<file path="src/rtl/mem_port_arbiter_if.sv">
// Requester and memory-side signal bundle for mem_port_arbiter.
// slave = arbiter view; master = pipeline/memory environment view.
interface mem_port_arbiter_if #(
    parameter int ADDR_W = 32,
    parameter int DATA_W = 16
);
    logic              if_req;
    logic [ADDR_W-1:0] if_addr;
    logic              if_gnt;
    logic              if_rvalid;
    logic [DATA_W-1:0] if_rdata;
    logic              dm_req;
    logic              dm_we;
    logic [ADDR_W-1:0] dm_addr;
    logic [DATA_W-1:0] dm_wdata;
    logic              dm_gnt;
    logic              dm_rvalid;
    logic [DATA_W-1:0] dm_rdata;
    logic              stall_if;
    logic              stall_mem;
    logic              mem_en;
    logic              mem_we;
    logic [ADDR_W-1:0] mem_addr;
    logic [DATA_W-1:0] mem_wdata;
    logic [DATA_W-1:0] mem_rdata;

    modport slave (
        input  if_req, if_addr, dm_req, dm_we, dm_addr, dm_wdata, mem_rdata,
        output if_gnt, if_rvalid, if_rdata, dm_gnt, dm_rvalid, dm_rdata,
               stall_if, stall_mem, mem_en, mem_we, mem_addr, mem_wdata
    );

    modport master (
        output if_req, if_addr, dm_req, dm_we, dm_addr, dm_wdata, mem_rdata,
        input  if_gnt, if_rvalid, if_rdata, dm_gnt, dm_rvalid, dm_rdata,
               stall_if, stall_mem, mem_en, mem_we, mem_addr, mem_wdata
    );
endinterface

</file>
<file path="src/rtl/mem_port_arbiter.sv">
// Single-port memory arbiter: fetch (IF) vs memory stage (DM, priority), fixed-latency response routing.
// Optional fetch anti-starvation guard: define ARB_FETCH_STARVE_GUARD_EN.
module mem_port_arbiter #(
    parameter int ADDR_W       = 32,
    parameter int DATA_W       = 16,
    parameter int MEM_LAT      = 1,
    parameter int STARVE_LIMIT = 4
) (
    input  logic              i_clk,
    input  logic              i_rst,
    mem_port_arbiter_if.slave bus
);
    logic w_force_if;
    logic w_dm_win;
    logic w_if_win;
    logic w_issue;
    logic w_resp;

    // Stage k holds the access issued k cycles ago.
    logic [MEM_LAT:1] r_vld;
    logic [MEM_LAT:1] r_own_dm;
    logic [MEM_LAT:1] r_rd;

    if (MEM_LAT < 1 || MEM_LAT > 4 || STARVE_LIMIT < 1) begin : g_param_chk
        $error("mem_port_arbiter: MEM_LAT must be 1..4 and STARVE_LIMIT >= 1");
    end

`ifdef ARB_FETCH_STARVE_GUARD_EN
    localparam int CNT_W = $clog2(STARVE_LIMIT + 1);
    logic [CNT_W-1:0] r_starve;

    assign w_force_if = bus.if_req && bus.dm_req && (r_starve == CNT_W'(STARVE_LIMIT));

    always_ff @(posedge i_clk) begin
        if (i_rst || !bus.if_req || w_if_win) r_starve <= '0;
        else if (w_dm_win)                    r_starve <= r_starve + 1'b1;
    end

    assign bus.stall_mem = !i_rst && bus.dm_req && !w_dm_win;
`else
    assign w_force_if    = 1'b0;
    assign bus.stall_mem = 1'b0;
`endif

    assign w_dm_win = !i_rst && bus.dm_req && !w_force_if;
    assign w_if_win = !i_rst && bus.if_req && !w_dm_win;
    assign w_issue  = w_dm_win || w_if_win;

    assign bus.dm_gnt    = w_dm_win;
    assign bus.if_gnt    = w_if_win;
    assign bus.stall_if  = !i_rst && bus.if_req && !w_if_win;

    assign bus.mem_en    = w_issue;
    assign bus.mem_we    = w_dm_win && bus.dm_we;
    assign bus.mem_addr  = w_dm_win ? bus.dm_addr : (w_if_win ? bus.if_addr : '0);
    assign bus.mem_wdata = w_dm_win ? bus.dm_wdata : '0;

    always_ff @(posedge i_clk) begin
        if (i_rst) begin
            r_vld    <= '0;
            r_own_dm <= '0;
            r_rd     <= '0;
        end else begin
            r_vld[1]    <= w_issue;
            r_own_dm[1] <= w_dm_win;
            r_rd[1]     <= w_if_win || (w_dm_win && !bus.dm_we);
            for (int k = 2; k <= MEM_LAT; k++) begin
                r_vld[k]    <= r_vld[k-1];
                r_own_dm[k] <= r_own_dm[k-1];
                r_rd[k]     <= r_rd[k-1];
            end
        end
    end

    // Responses are suppressed during reset so nothing issued before it can surface.
    assign w_resp = !i_rst && r_vld[MEM_LAT] && r_rd[MEM_LAT];

    assign bus.dm_rvalid = w_resp && r_own_dm[MEM_LAT];
    assign bus.if_rvalid = w_resp && !r_own_dm[MEM_LAT];
    assign bus.dm_rdata  = bus.dm_rvalid ? bus.mem_rdata : '0;
    assign bus.if_rdata  = bus.if_rvalid ? bus.mem_rdata : '0;
endmodule
</file>
<file path="src/flat_wrapper.sv">
// flat-port wrapper written by rule: the top's interface ports become plain ports
module mem_port_arbiter_flat 
#(
    parameter int ADDR_W       = 32,
    parameter int DATA_W       = 16,
    parameter int MEM_LAT      = 1,
    parameter int STARVE_LIMIT = 4
)
  (i_clk, i_rst, bus_if_req, bus_if_addr, bus_dm_req, bus_dm_we, bus_dm_addr, bus_dm_wdata, bus_mem_rdata, bus_if_gnt, bus_if_rvalid, bus_if_rdata, bus_dm_gnt, bus_dm_rvalid, bus_dm_rdata, bus_stall_if, bus_stall_mem, bus_mem_en, bus_mem_we, bus_mem_addr, bus_mem_wdata);
  mem_port_arbiter_if #(.ADDR_W(ADDR_W), .DATA_W(DATA_W)) bus_i ();
  input  logic i_clk;
  input  logic i_rst;
  input wire logic [$bits(bus_i.if_req)-1:0] bus_if_req;
  input wire logic [$bits(bus_i.if_addr)-1:0] bus_if_addr;
  input wire logic [$bits(bus_i.dm_req)-1:0] bus_dm_req;
  input wire logic [$bits(bus_i.dm_we)-1:0] bus_dm_we;
  input wire logic [$bits(bus_i.dm_addr)-1:0] bus_dm_addr;
  input wire logic [$bits(bus_i.dm_wdata)-1:0] bus_dm_wdata;
  input wire logic [$bits(bus_i.mem_rdata)-1:0] bus_mem_rdata;
  output wire logic [$bits(bus_i.if_gnt)-1:0] bus_if_gnt;
  output wire logic [$bits(bus_i.if_rvalid)-1:0] bus_if_rvalid;
  output wire logic [$bits(bus_i.if_rdata)-1:0] bus_if_rdata;
  output wire logic [$bits(bus_i.dm_gnt)-1:0] bus_dm_gnt;
  output wire logic [$bits(bus_i.dm_rvalid)-1:0] bus_dm_rvalid;
  output wire logic [$bits(bus_i.dm_rdata)-1:0] bus_dm_rdata;
  output wire logic [$bits(bus_i.stall_if)-1:0] bus_stall_if;
  output wire logic [$bits(bus_i.stall_mem)-1:0] bus_stall_mem;
  output wire logic [$bits(bus_i.mem_en)-1:0] bus_mem_en;
  output wire logic [$bits(bus_i.mem_we)-1:0] bus_mem_we;
  output wire logic [$bits(bus_i.mem_addr)-1:0] bus_mem_addr;
  output wire logic [$bits(bus_i.mem_wdata)-1:0] bus_mem_wdata;
  assign bus_i.if_req = bus_if_req;
  assign bus_i.if_addr = bus_if_addr;
  assign bus_i.dm_req = bus_dm_req;
  assign bus_i.dm_we = bus_dm_we;
  assign bus_i.dm_addr = bus_dm_addr;
  assign bus_i.dm_wdata = bus_dm_wdata;
  assign bus_i.mem_rdata = bus_mem_rdata;
  assign bus_if_gnt = bus_i.if_gnt;
  assign bus_if_rvalid = bus_i.if_rvalid;
  assign bus_if_rdata = bus_i.if_rdata;
  assign bus_dm_gnt = bus_i.dm_gnt;
  assign bus_dm_rvalid = bus_i.dm_rvalid;
  assign bus_dm_rdata = bus_i.dm_rdata;
  assign bus_stall_if = bus_i.stall_if;
  assign bus_stall_mem = bus_i.stall_mem;
  assign bus_mem_en = bus_i.mem_en;
  assign bus_mem_we = bus_i.mem_we;
  assign bus_mem_addr = bus_i.mem_addr;
  assign bus_mem_wdata = bus_i.mem_wdata;
  mem_port_arbiter #(.ADDR_W(ADDR_W), .DATA_W(DATA_W), .MEM_LAT(MEM_LAT), .STARVE_LIMIT(STARVE_LIMIT)) u_core (.i_clk(i_clk), .i_rst(i_rst), .bus(bus_i));
endmodule
</file>
<file path="config.mk">
export PLATFORM = sky130hd
export DESIGN_NAME = mem_port_arbiter_flat
export DESIGN_NICKNAME = d
export VERILOG_FILES = /design/src/rtl/mem_port_arbiter_if.sv /design/src/rtl/mem_port_arbiter.sv /design/src/flat_wrapper.sv
export SDC_FILE = /design/constraint.sdc
export NUM_CORES = 1
export LEC_CHECK = 0
export ABC_AREA = 1
export BUFFER_PORTS_ARGS = -buffer_cell sky130_fd_sc_hd__buf_4
export CAP_MARGIN = 20
export CORE_AREA = 2 2 72 74
export CTS_BUF_LIST = sky130_fd_sc_hd__clkbuf_4
export CTS_CLUSTER_SIZE = 25
export DETAILED_ROUTE_END_ITERATION = 16
export DIE_AREA = 0 0 74 76
export PLACE_DENSITY = 0.67
export RECOVER_POWER = 100
export SYNTH_ARGS = -nofsm -noshare
export SYNTH_HDL_FRONTEND = slang
export SYNTH_SLANG_ARGS = --single-unit
</file>
<file path="constraint.sdc">
create_clock -name i_clk -period 1.1 [get_ports i_clk]
set_input_delay 0.055 -clock i_clk [delete_from_list [all_inputs] [get_ports i_clk]]
set_output_delay 0.055 -clock i_clk [all_outputs]
set_load 0.05 [all_outputs]
</file>
Word level (Yosys, flattened, before mapping)
Cells that the tools add are included.
{"block": "totals", "ff_bits": 3, "out_inout_bits": 88, "elab_cells": 25, "in_bits": 101}
{"block": "classes", "n_mux": 5, "n_reduce_logical": 17}
{"cell": "$mux W32", "n": 2}
{"cell": "$mux W16", "n": 3}
{"cell": "$logic_and A1 B1 Y1", "n": 10}
{"cell": "$logic_not A1 Y1", "n": 5}
{"cell": "$logic_or A1 B1 Y1", "n": 2}

Depth between registers and ports, before layout
{"block": "depth", "depth_word": 6, "ltp_mapped": 5, "depth_no_buf": 4}

Worst setup path after synthesis
No wires, ideal clock.
{"block": "synth_path", "kind": "register to output", "startpoint": "register u_core.r_rd", "endpoint": "output port bus_dm_rdata[10]", "n_path_buf": 1, "required_ns": 1.045, "path_stages_with_launch": 6, "slack_ns": -0.321, "arrival_time_ns": 1.366, "path_cell_list": "dfxtp_1 > nand2_1 > nor2_2 > nand2_2 > buf_6 > nor2_1"}
{"block": "synth_via", "elab_chain_len": 3}
{"item": "start, declared", "line_no": "mem_port_arbiter.sv:22", "text": "logic [MEM_LAT:1] r_rd;"}
{"item": "start signal, assigned by index", "line_no": "mem_port_arbiter.sv:70", "text": "r_rd[k] <= r_rd[k-1];"}
{"item": "$logic_and A1 B1 Y1", "line_no": "mem_port_arbiter.sv:76", "text": "assign w_resp = !i_rst && r_vld[MEM_LAT] && r_rd[MEM_LAT];"}
{"item": "$logic_and A1 B1 Y1", "line_no": "mem_port_arbiter.sv:78", "text": "assign bus.dm_rvalid = w_resp && r_own_dm[MEM_LAT];"}
{"item": "$mux W16", "line_no": "mem_port_arbiter.sv:80", "text": "assign bus.dm_rdata = bus.dm_rvalid ? bus.mem_rdata : '0;"}
{"item": "end, declared", "line_no": "flat_wrapper.sv:25", "text": "output wire logic [$bits(bus_i.dm_rdata)-1:0] bus_dm_rdata;"}
Every way passes these cells.

Worst setup path in the final report
{"block": "layout_path", "startpoint": "register u_core.r_rd", "endpoint": "output port bus_dm_rdata[4]"}
Same word-level chain as after synthesis.

==> load_flow_metrics.sql <==
INSERT INTO impl_metrics (metric_group, metric, value, unit) VALUES
('placement', 'dp.final_hpwl', '3.927', 'mm'),
('synth', 'seq_area_frac_synth', '0.06154', ''),
('critical_path', 'setup.worst_path.end_class', 'primary output', ''),
('flow_run', 'max_cap_viol_count', '0', ''),
('global_route', 'grt_usage', '0.1630', ''),
('die', 'top_level_ports', '189', ''),
('critical_path', 'crit_type', 'reg2out', ''),
('power', 'p_leak', '1.691', 'nW'),
('clocking', 'clockBufferDepth', '2', ''),
('routing', 'initialDrtViolationCount', '34', ''),
('die', 'die_h', '76', 'um'),
('timing', 'min_period', '1285', 'ps'),
('critical_path', 'worst_setup_path_start_kind', 'flop', ''),
('power', 'power.share.sequential', '0.079', ''),
('global_route', 'grt_start_max_net_pins', '35', ''),
('critical_path', 'cpMostUsedCell', 'sky130_fd_sc_hd__nand2_2', ''),
('cells_and_area', 'fin_nets', '504', ''),
('routing', 'detailroute.via_count', '1914', ''),
('timing', 'finalWorstSetupSlack', '-184.7', 'ps'),
('critical_path', 'critical_path.slowest_cell', 'sky130_fd_sc_hd__dfxtp_2', ''),
('status', 'run_status', 'finished with violations', ''),
('power', 'netSwitchingPower', '0.8045', 'mW'),
('routing', 'number_of_design_rule_violations_left_after_detail_routing', '0', ''),
('timing', 'max_freq', '778.4', 'MHz'),
('synth', 'netlist_area', '975.9', 'sq um'),
('synth', 'synthesis.instances', '216', ''),
('placement', 'place_area', '0.002625', 'sq mm'),
('clocking', 'clk_transition_reported_paths', '40', 'ps'),
('power', 'p_comb_frac', '0.784', ''),
('global_route', 'global_route_wire_length_before_repair', '7.734', 'mm'),
('cells_and_area', 'areaGrowthSynthToFinish', '189.6', '%'),
('power', 'max-vdd-ir-drop', '321.1', 'uV'),
('critical_path', 'critical_path_required', '1040', 'ps'),
('critical_path', 'cp_slowest_stage_delay', '310', 'ps'),
('placement', 'place.gp.congestion', '0.7672', ''),
('die', 'die-area', '0.005624', 'sq mm'),
('global_route', 'grt_pass1_vias', '1915', ''),
('critical_path', 'critical_path_arrival', '1230', 'ps'),
('routing', 'avgViaCountPerCell', '4.055', ''),
('clocking', 'numClockSinks', '3', ''),
('power', 'internal_power', '0.7503', 'mW'),
('critical_path', 'worstPathCellList', 'nand2_2 -> nor2_4 -> nand2_2 -> buf_12 -> nor2_2 -> buf_6', ''),
('critical_path', 'worst-path-max-fanout', '17', ''),
('die', 'start_util', '0.1987', ''),
('cells_and_area', 'drive_above_1_share', '0.6045', ''),
('clocking', 'cts_tree', 'built', ''),
('timing', 'rsz0062_at_grt', 'true', ''),
('global_route', 'grt_remaining_overflow', '0', ''),
('status', 'violations_in_the_final_reports', 'setup timing', ''),
('cells_and_area', 'finalInstanceArea', '0.002826', 'sq mm'),
('power', 'cellPowerDensity', '550.1', 'mW/mm^2'),
('synth', 'ys_warn_count', '0', ''),
('die', 'placementRows', '26', ''),
('synth', 'avgSynthCellArea', '4.518', 'sq um'),
('power', 'power.switching_fraction', '0.5174', ''),
('die', 'die_width', '74', 'um'),
('routing', 'avgRoutedWirePerCell', '10.24', 'um'),
('synth', 'synthDistinctLibCells', '14', ''),
('cells_and_area', 'insertedDiodeCount', '0', ''),
('routing', 'totalWireLength', '4.832', 'mm'),
('timing', 'report.final.setup_viol', '52', ''),
('worst_hold_path', 'timing.hold.worst.class', 'in2reg', ''),
('timing', 'report.final.hold_viol_count', '0', ''),
('synth', 'synth_fp_nets', '317', ''),
('clocking', 'cts-root-buf', 'sky130_fd_sc_hd__clkbuf_4', ''),
('power', 'clockPowerShare', '0.137', ''),
('global_route', 'initial_antenna_violation_count', '0', ''),
('routing', 'first_drt_pass_iteration_count', '4', ''),
('placement', 'placement.io_buffers', '187', ''),
('clocking', 'cts_made_buffers', '3', ''),
('synth', 'synth.ff_latch_count', '3', ''),
('routing', 'antenna_violating_nets_post_route', '0', ''),
('timing', 'final_min_period_over_clock_period', '1.168', ''),
('die', 'core_area', '0.004912', 'sq mm'),
('placement', 'post-place-ws', '17.65', 'ps'),
('timing', 'number_of_pins_with_negative_max_slew_slack_in_the_final_report', '0', ''),
('clocking', 'h-tree-depth', '1', '');
## metrics by stage
step                std cells  power (mW)  hold WS [ps]  setup TNS (ps)    util
floorplan                 216      0.8111         127.4           -2876       -
global placement          468       1.322         309.8               0  0.5344
detailed placement        468       1.332         311.7               0  0.5344
CTS                       472       1.586         75.99           -5628  0.5672
global route              472       1.652         97.37          -11050  0.5754
finish                    472       1.555         84.16           -5366  0.5754
## layout by cell type, fill, tap and decap left out, drive strengths merged
cell	n
nand2	68
clkbuf	21
inv	42
conb	1
buf	178
nand3	32
nor2	57
dfxtp	3
## registers in the layout, indices dropped and copies added, names as in the netlist
| signal | flops |
|---|---|
| u_core.r_vld | 1 |
| u_core.r_own_dm | 1 |
| u_core.r_rd | 1 |
## repair_timing
| item | in CTS | in global routing |
|---|---|---|
| endpoints found under the setup margin | 34 | 34 |
| hold buffers | 0 | 0 |
| pin swaps | 1 | 0 |
| gates resized for setup | 37 | 30 |
| setup buffers | 0 | 0 |
## cell usage after synthesis
cell type,number,area share
sky130_fd_sc_hd__nor2_2,1,0.0064
sky130_fd_sc_hd__dfxtp_1,3,0.062
sky130_fd_sc_hd__inv_2,1,0.0038
sky130_fd_sc_hd__nor2_4,2,0.023
sky130_fd_sc_hd__nor2_1,54,0.21
sky130_fd_sc_hd__nand2_2,3,0.019
sky130_fd_sc_hd__buf_4,7,0.054
sky130_fd_sc_hd__nand2_1,65,0.25
sky130_fd_sc_hd__buf_2,2,0.010
sky130_fd_sc_hd__inv_1,41,0.16
sky130_fd_sc_hd__conb_1,1,0.0038
sky130_fd_sc_hd__nand3_1,32,0.16
sky130_fd_sc_hd__clkbuf_1,1,0.0038
sky130_fd_sc_hd__buf_6,3,0.035
## power groups by stage
stage	Combinational, mW	Clock, mW	Sequential, mW
after floorplan	0.690	0	0.121
after global placement	1.20	0	0.122
after detailed placement	1.21	0	0.122
after CTS	1.24	0.227	0.123
after global routing	1.29	0.235	0.124
final	1.22	0.214	0.123
## final timing paths
| path | from | end | depth (start not counted) | slack, ps |
|---|---|---|---|---|
| hold / removal | i_rst | u_core.r_own_dm | 2 | 80 |
| setup / recovery | u_core.r_rd | bus_dm_rdata[4] | 6 | -180 |
## per-layer routing
metal / vias to the layer above / track usage / share of wire / routed length (um)
met1: 799 / 0.1627 / 0.37 / 1802
met2: 113 / 0.3313 / 0.51 / 2455
met5: - / 0 / 0 / 0
li1: 996 / - / - / -
met3: 6 / 0.02646 / 0.11 / 512
met4: 0 / 0.03818 / 0.013 / 62
## cell type report
type	instances	area, sq um
fill	467	2086
timing repair buffer	195	1630
multi-input combinational	158	858.3
inverter	42	157.7
tap	70	87.58
sequential	3	62.56
clock buffer	4	30.03
## cells by family after synthesis
logic type,synth area share
simple gates,0.6705
buf+inv,0.2641
flops,0.06154
other cells,0.003842
## critical path, delay by kind of cell (launching register included)
family | cells | cell delay [ps]
buf+inv | 2 | 340
simple gates | 4 | 350
flops | 1 | 310
Note: power is estimated with default switching activity, not from simulation.
